File: config.mk
export PLATFORM = sky130hd
export DESIGN_NAME = lab2_logic_pipe
export DESIGN_NICKNAME = d
export VERILOG_FILES = /design/src/rtl/lab2_logic_pipe.sv
export SDC_FILE = /design/constraint.sdc
export NUM_CORES = 1
export LEC_CHECK = 0
export BUFFER_PORTS_ARGS = -buffer_cell sky130_fd_sc_hd__clkbuf_2
export CAP_MARGIN = 25
export CORE_MARGIN = 2
export CORE_UTILIZATION = 50
export DETAILED_ROUTE_END_ITERATION = 12
export PLACE_DENSITY = 0.82
export SLEW_MARGIN = 20
export SYNTH_ARGS = -nofsm -noshare
export SYNTH_HDL_FRONTEND = slang
export SYNTH_SLANG_ARGS = --single-unit
File: constraint.sdc
create_clock -name clk -period 1.83 [get_ports clk]
set_input_delay 0.0915 -clock clk [delete_from_list [all_inputs] [get_ports clk]]
set_output_delay 0.0915 -clock clk [all_outputs]
set_load 0.02 [all_outputs]
File: src/rtl/lab2_logic_pipe.sv
// ---------------------------------------------------------------------------
// lab2_logic_pipe
//
// Two-stage pipelined bitwise logic unit. Each cycle it may accept two
// WIDTH-bit operands and a 3-bit opcode. The registered result appears two
// clock edges later, qualified by a one-cycle outValid strobe.
//
// Opcodes:
//   0 AND, 1 OR, 2 NAND, 3 NOR, 4 XOR, 5 XNOR,
//   6 ACC_AND, 7 ACC_OR (running reduction of operand A into an accumulator)
//
// Ports:
//   clk        rising-edge clock
//   reset      synchronous, active-high reset
//   inValid    operands/opcode valid this cycle
//   inOp       opcode (see above)
//   inA        operand A
//   inB        operand B (ignored by ops 6 and 7)
//   inClr      restart the accumulator
//   outValid   outResult valid this cycle (one-cycle strobe)
//   outResult  registered result
//   outZero    outResult == 0, registered alongside outResult
//   outCount   number of results delivered since reset, wraps
// ---------------------------------------------------------------------------
module lab2_logic_pipe #(
  parameter int unsigned WIDTH   = 8,
  parameter int unsigned COUNT_W = 8
) (
  input  logic               clk,
  input  logic               reset,
  input  logic               inValid,
  input  logic [2:0]         inOp,
  input  logic [WIDTH-1:0]   inA,
  input  logic [WIDTH-1:0]   inB,
  input  logic               inClr,
  output logic               outValid,
  output logic [WIDTH-1:0]   outResult,
  output logic               outZero,
  output logic [COUNT_W-1:0] outCount
);

  localparam logic [2:0] OpAnd    = 3'd0;
  localparam logic [2:0] OpOr     = 3'd1;
  localparam logic [2:0] OpNand   = 3'd2;
  localparam logic [2:0] OpNor    = 3'd3;
  localparam logic [2:0] OpXor    = 3'd4;
  localparam logic [2:0] OpXnor   = 3'd5;
  localparam logic [2:0] OpAccAnd = 3'd6;
  localparam logic [2:0] OpAccOr  = 3'd7;

  // -------------------------------------------------------------------------
  // Stage 1: input capture, unconditional every cycle
  // -------------------------------------------------------------------------
  logic             r_valid;
  logic [2:0]       r_op;
  logic [WIDTH-1:0] r_a;
  logic [WIDTH-1:0] r_b;
  logic             r_clr;

  always_ff @(posedge clk) begin
    if (reset) begin
      r_valid <= 1'b0;
      r_op    <= 3'd0;
      r_a     <= '0;
      r_b     <= '0;
      r_clr   <= 1'b0;
    end else begin
      r_valid <= inValid;
      r_op    <= inOp;
      r_a     <= inA;
      r_b     <= inB;
      r_clr   <= inClr;
    end
  end

  // -------------------------------------------------------------------------
  // Gate network: the six plain functions built from or/not primitives only.
  // XNOR falls out as AND | NOR (both-ones or both-zeros), XOR is its inverse.
  // -------------------------------------------------------------------------
  logic [WIDTH-1:0] w_na;
  logic [WIDTH-1:0] w_nb;
  logic [WIDTH-1:0] w_nand;
  logic [WIDTH-1:0] w_and;
  logic [WIDTH-1:0] w_or;
  logic [WIDTH-1:0] w_nor;
  logic [WIDTH-1:0] w_xnor;
  logic [WIDTH-1:0] w_xor;

  for (genvar i = 0; i < WIDTH; i++) begin : g_bit
    not u_na   (w_na[i],   r_a[i]);
    not u_nb   (w_nb[i],   r_b[i]);
    or  u_nand (w_nand[i], w_na[i],  w_nb[i]);
    not u_and  (w_and[i],  w_nand[i]);
    or  u_or   (w_or[i],   r_a[i],   r_b[i]);
    not u_nor  (w_nor[i],  w_or[i]);
    or  u_xnor (w_xnor[i], w_and[i], w_nor[i]);
    not u_xor  (w_xor[i],  w_xnor[i]);
  end

  // -------------------------------------------------------------------------
  // Stage 2 state
  // -------------------------------------------------------------------------
  logic               r_out_valid;
  logic [WIDTH-1:0]   r_out_result;
  logic               r_out_zero;
  logic [COUNT_W-1:0] r_count;
  logic [WIDTH-1:0]   r_acc;
  logic               r_acc_empty;

  // -------------------------------------------------------------------------
  // Accumulator next value and result select
  // -------------------------------------------------------------------------
  logic             w_is_acc;
  logic             w_acc_restart;
  logic [WIDTH-1:0] w_acc_comb;
  logic [WIDTH-1:0] w_acc_next;
  logic [WIDTH-1:0] w_result;

  always_comb begin
    w_is_acc      = (r_op == OpAccAnd) || (r_op == OpAccOr);
    // A clear in the same cycle as an ACC op restarts from A rather than combining.
    w_acc_restart = r_acc_empty | r_clr;
    w_acc_comb    = (r_op == OpAccOr) ? (r_acc | r_a) : (r_acc & r_a);
    w_acc_next    = w_acc_restart ? r_a : w_acc_comb;

    w_result = '0;
    case (r_op)
      OpAnd:    w_result = w_and;
      OpOr:     w_result = w_or;
      OpNand:   w_result = w_nand;
      OpNor:    w_result = w_nor;
      OpXor:    w_result = w_xor;
      OpXnor:   w_result = w_xnor;
      OpAccAnd: w_result = w_acc_next;
      OpAccOr:  w_result = w_acc_next;
      default:  w_result = '0;
    endcase
  end

  // -------------------------------------------------------------------------
  // Stage 2: result, flags, counter and accumulator registers
  // -------------------------------------------------------------------------
  always_ff @(posedge clk) begin
    if (reset) begin
      r_out_valid  <= 1'b0;
      r_out_result <= '0;
      r_out_zero   <= 1'b0;
      r_count      <= '0;
      r_acc        <= '0;
      r_acc_empty  <= 1'b1;
    end else begin
      r_out_valid <= r_valid;

      if (r_valid) begin
        r_out_result <= w_result;
        r_out_zero   <= ~|w_result;
        r_count      <= r_count + COUNT_W'(1);
      end

      // Only a valid ACC op loads/combines; a clear otherwise empties the acc.
      if (r_valid && w_is_acc) begin
        r_acc       <= w_acc_next;
        r_acc_empty <= 1'b0;
      end else if (r_clr) begin
        r_acc       <= '0;
        r_acc_empty <= 1'b1;
      end
    end
  end

  assign outValid  = r_out_valid;
  assign outResult = r_out_result;
  assign outZero   = r_out_zero;
  assign outCount  = r_count;

endmodule

==> run summary <==
Failing checks - hold timing
Clk pwr share - 32.5%
Initial antenna violation count - 0
Post-synthesis sequential area ratio - 37.8%
WL met2 - 3300 um
CTS buffer count - 5
P_sw - 0.571 mW
Adder-Cell Fraction of Synth Area - 8.37%
Area contributors post-synth - dfxtp_1, ha_1, nor2b_1
Max_cap viols - 0
Area Overhead vs Synth - 26.9%
Max_slew headroom - 62.6%
Port Buffers - 40
Cells after synthesis - 302
Max VDD drop - 0.381 mV
Startpoint Class - register
RSZ-0062 raised after global routing - false
Crit path cell chain - buf_4 -> nand2_1 -> a21oi_1 -> a211oi_2 -> and3b_1 -> a31o_1
Combinational family with the most area after synthesis - simple AND/OR/NAND/NOR gates
Setup CP Type - reg -> reg
Slowest stage delay, CP - 520 ps
Routability Congestion - 0.869
Root buf cell - clkbuf_8
Result of the run - complete, but fails checks
Largest net degree at the start of global routing - 27
Commonest non-fill, non-tap cell in the layout - dfxtp_1
Ys async rst share - 0%
Mux cell area share after synthesis - 3.94%
Vias - 2402
CTS Sinks - 48
Share of the synthesized area in the top cell type - 37.8%
Syn avg cell area - 8.42 sq um
First-pass GRT wire length - 9840 um
FILL cells - 398
CP max FO - 11
Crit. End Element - register
Combinational Power Share - 17.3%
Distinct cells, synth - 37
Hold Crit Class - in -> reg
Clock Path Buffers - 2
DR WL/cell - 14.6 um
Nets - 409
Setup TNS - 0 ps
Chip Width - 75.3 um
Synth Net Count - 342
DRT iter0 DRCs - 188
#FFs+latches synth - 48
Worst path slowest cell - dfxtp_1
Slew @ Worst Pin - 561 ps
CP arrival - 1970 ps
Power Dens Cells - 695 nW/um^2
LEAKAGE - 1.40 nW
Hold WS - -3.29 ps
Remaining Overflow, GRT - 0
Post-synthesis xor/xnor area fraction - 5.17%
# IOs - 41
Fin cells - 435
Post-DP HPWL - 4270 um
Fin. max-slew vios - 0
N_diodes - 0
Hold violation count in the final report - 3
Setup violations, final - 0
Synth Area in Compound Gates - 16.9%
H-Tree Depth - 2
Vias in the first global route - 2219
Post-Syn Area - 2540 sq um
Row cnt - 25
Final ANT Viol Nets - 0
Max Fclk - 0.567 GHz
Die area - 5670 sq um
Routed wl met3 - 307 um
Max Clock Skew - 3.82 ps
Register share of total power - 50.2%
Post-CTS setup buffer count - 0
Initial Util - 52.8%
WL final - 6340 um
DR pass1 iterations - 5
Post-synth EDFFs - 0
Switch share - 25.5%
Int Pwr - 1.67 mW
Tot Pwr - 2.24 mW
Synth warn - 0
Synth Flop Type - dfxtp_1
Met1 Wirelength - 2550 um
Share of post-route cells with drive strength above 1 - 23.4%
Most frequent cells in the layout - dfxtp_1, clkbuf_2, nor2_1, nor2b_1, buf_4
Top Metal Used - met4
CTS tree - yes
Worst-Skew Late Latency - 300 ps
Dpl cells - 416
Die height - 75.3 um
DRC Markers - 0
Vias per cell - 5.52
CORE AREA - 4820 sq um
Final period utilization - 96.5%
Synth Area in Simple Gates - 21.3%
Clk slew on worst S/H paths - 80 ps
Worst EP required - 2030 ps
Most area-hungry cell type in the Yosys netlist - dfxtp_1
Period minus WS final - 1770 ps
GRT Total Usage - 23.0%
-- cell families after synthesis --
group | after synthesis
DFF | 48
adders and majority gates | 17
xor gates and xnor gates | 15
muxes | 10
and+or+nand+nor | 105
buffers and inverters | 39
AOI/OAI and AO/OA | 68
-- final timing paths --
check | startpoint | endpoint | slack [ps] | depth (start not counted)
min reg2reg | outResult[7] | outResult[7] | 480 | 2
max | r_op[1] | outZero | 60 | 6
max reg2reg | r_op[1] | outZero | 60 | 6
min | inA[1] | r_a[1] | -3 | 2
-- per-stage QoR --
stage | area [sq um] | worst slack (ps) | utilization [%]
global placement | 2940 | -6.99 | 61.0
CTS | 3180 | 18.8 | 66.0
floorplan | 2540 | 131 | -
global route | 3230 | 2.03 | 67.0
finish | 3230 | 64.8 | 67.0
detailed placement | 2940 | -6.53 | 61.0
-- state kept, by name, indices dropped and copies added, names as in the netlist --
| register | cells |
|---|---|
| outValid | 1 |
| r_a | 8 |
| r_acc | 8 |
| outResult | 8 |
| r_acc_empty | 1 |
| outZero | 1 |
| r_valid | 1 |
| outCount | 8 |
| r_clr | 1 |
| r_op | 3 |
| r_b | 8 |
-- what timing repair did --
item | 4_1_cts | 5_1_grt
resized for setup | 2 | 13
hold buffers | 13 | 0
endpoints found under the setup margin | 1 | 10
endpoints found under the hold margin | 13 | 0
pin swaps | 0 | 3
-- cell type report --
cell class	count	area, sq um	area share, %
Multi-Input combinational cell	215	1470	45.4
Timing Repair Buffer	78	534	16.6
Clock buffer	5	68.8	2.13
Sequential cell	48	965	29.9
Tap cell	67	83.8	2.60
Clock inverter	1	30.0	0.931
Inverter	21	78.8	2.44
-- worst max-delay path, delay by kind of cell, from the launching register on --
kind / cells / cell delay, ps
compound gates: 3 / 520
buf+inv: 1 / 260
flops: 1 / 520
simple gates: 2 / 360
-- routing by layer --
metal | up-vias | GRT usage [%]
met1 | 1145 | 28.3
li1 | 1164 | -
met4 | 0 | 10.5
met3 | 18 | 3.84
met2 | 75 | 39.4
met5 | - | 0
-- cells in the mapped netlist, types with 2 or more instances --
master,count
dfxtp_1,48
nor2_1,28
nor2b_1,23
a21oi_1,22
inv_1,21
nand2_1,20
ha_1,17
o21ai_0,17
clkbuf_1,11
mux2i_1,10
xnor2_1,10
a221oi_1,8
nand2b_1,8
a211oi_1,7
nor3_1,5
xor2_1,5
buf_2,4
o211ai_1,4
and3_1,3
nand3_1,3
nand4_1,3
o221ai_1,3
or3_1,3
and3b_1,2
buf_6,2
nor3b_1,2
o21a_1,2
or2_2,2
-- power groups by stage --
stage,Combinational (mW),Clock (mW),Sequential [mW]
3_5_place_dp,0.340,0,1.15
3_3_place_gp,0.328,0,1.15
5_1_grt,0.425,0.768,1.13
2_1_floorplan,0.207,0,1.16
6_report,0.388,0.727,1.13
4_1_cts,0.370,0.739,1.12
No activity file was read; power rests on OpenSTA's default activity.
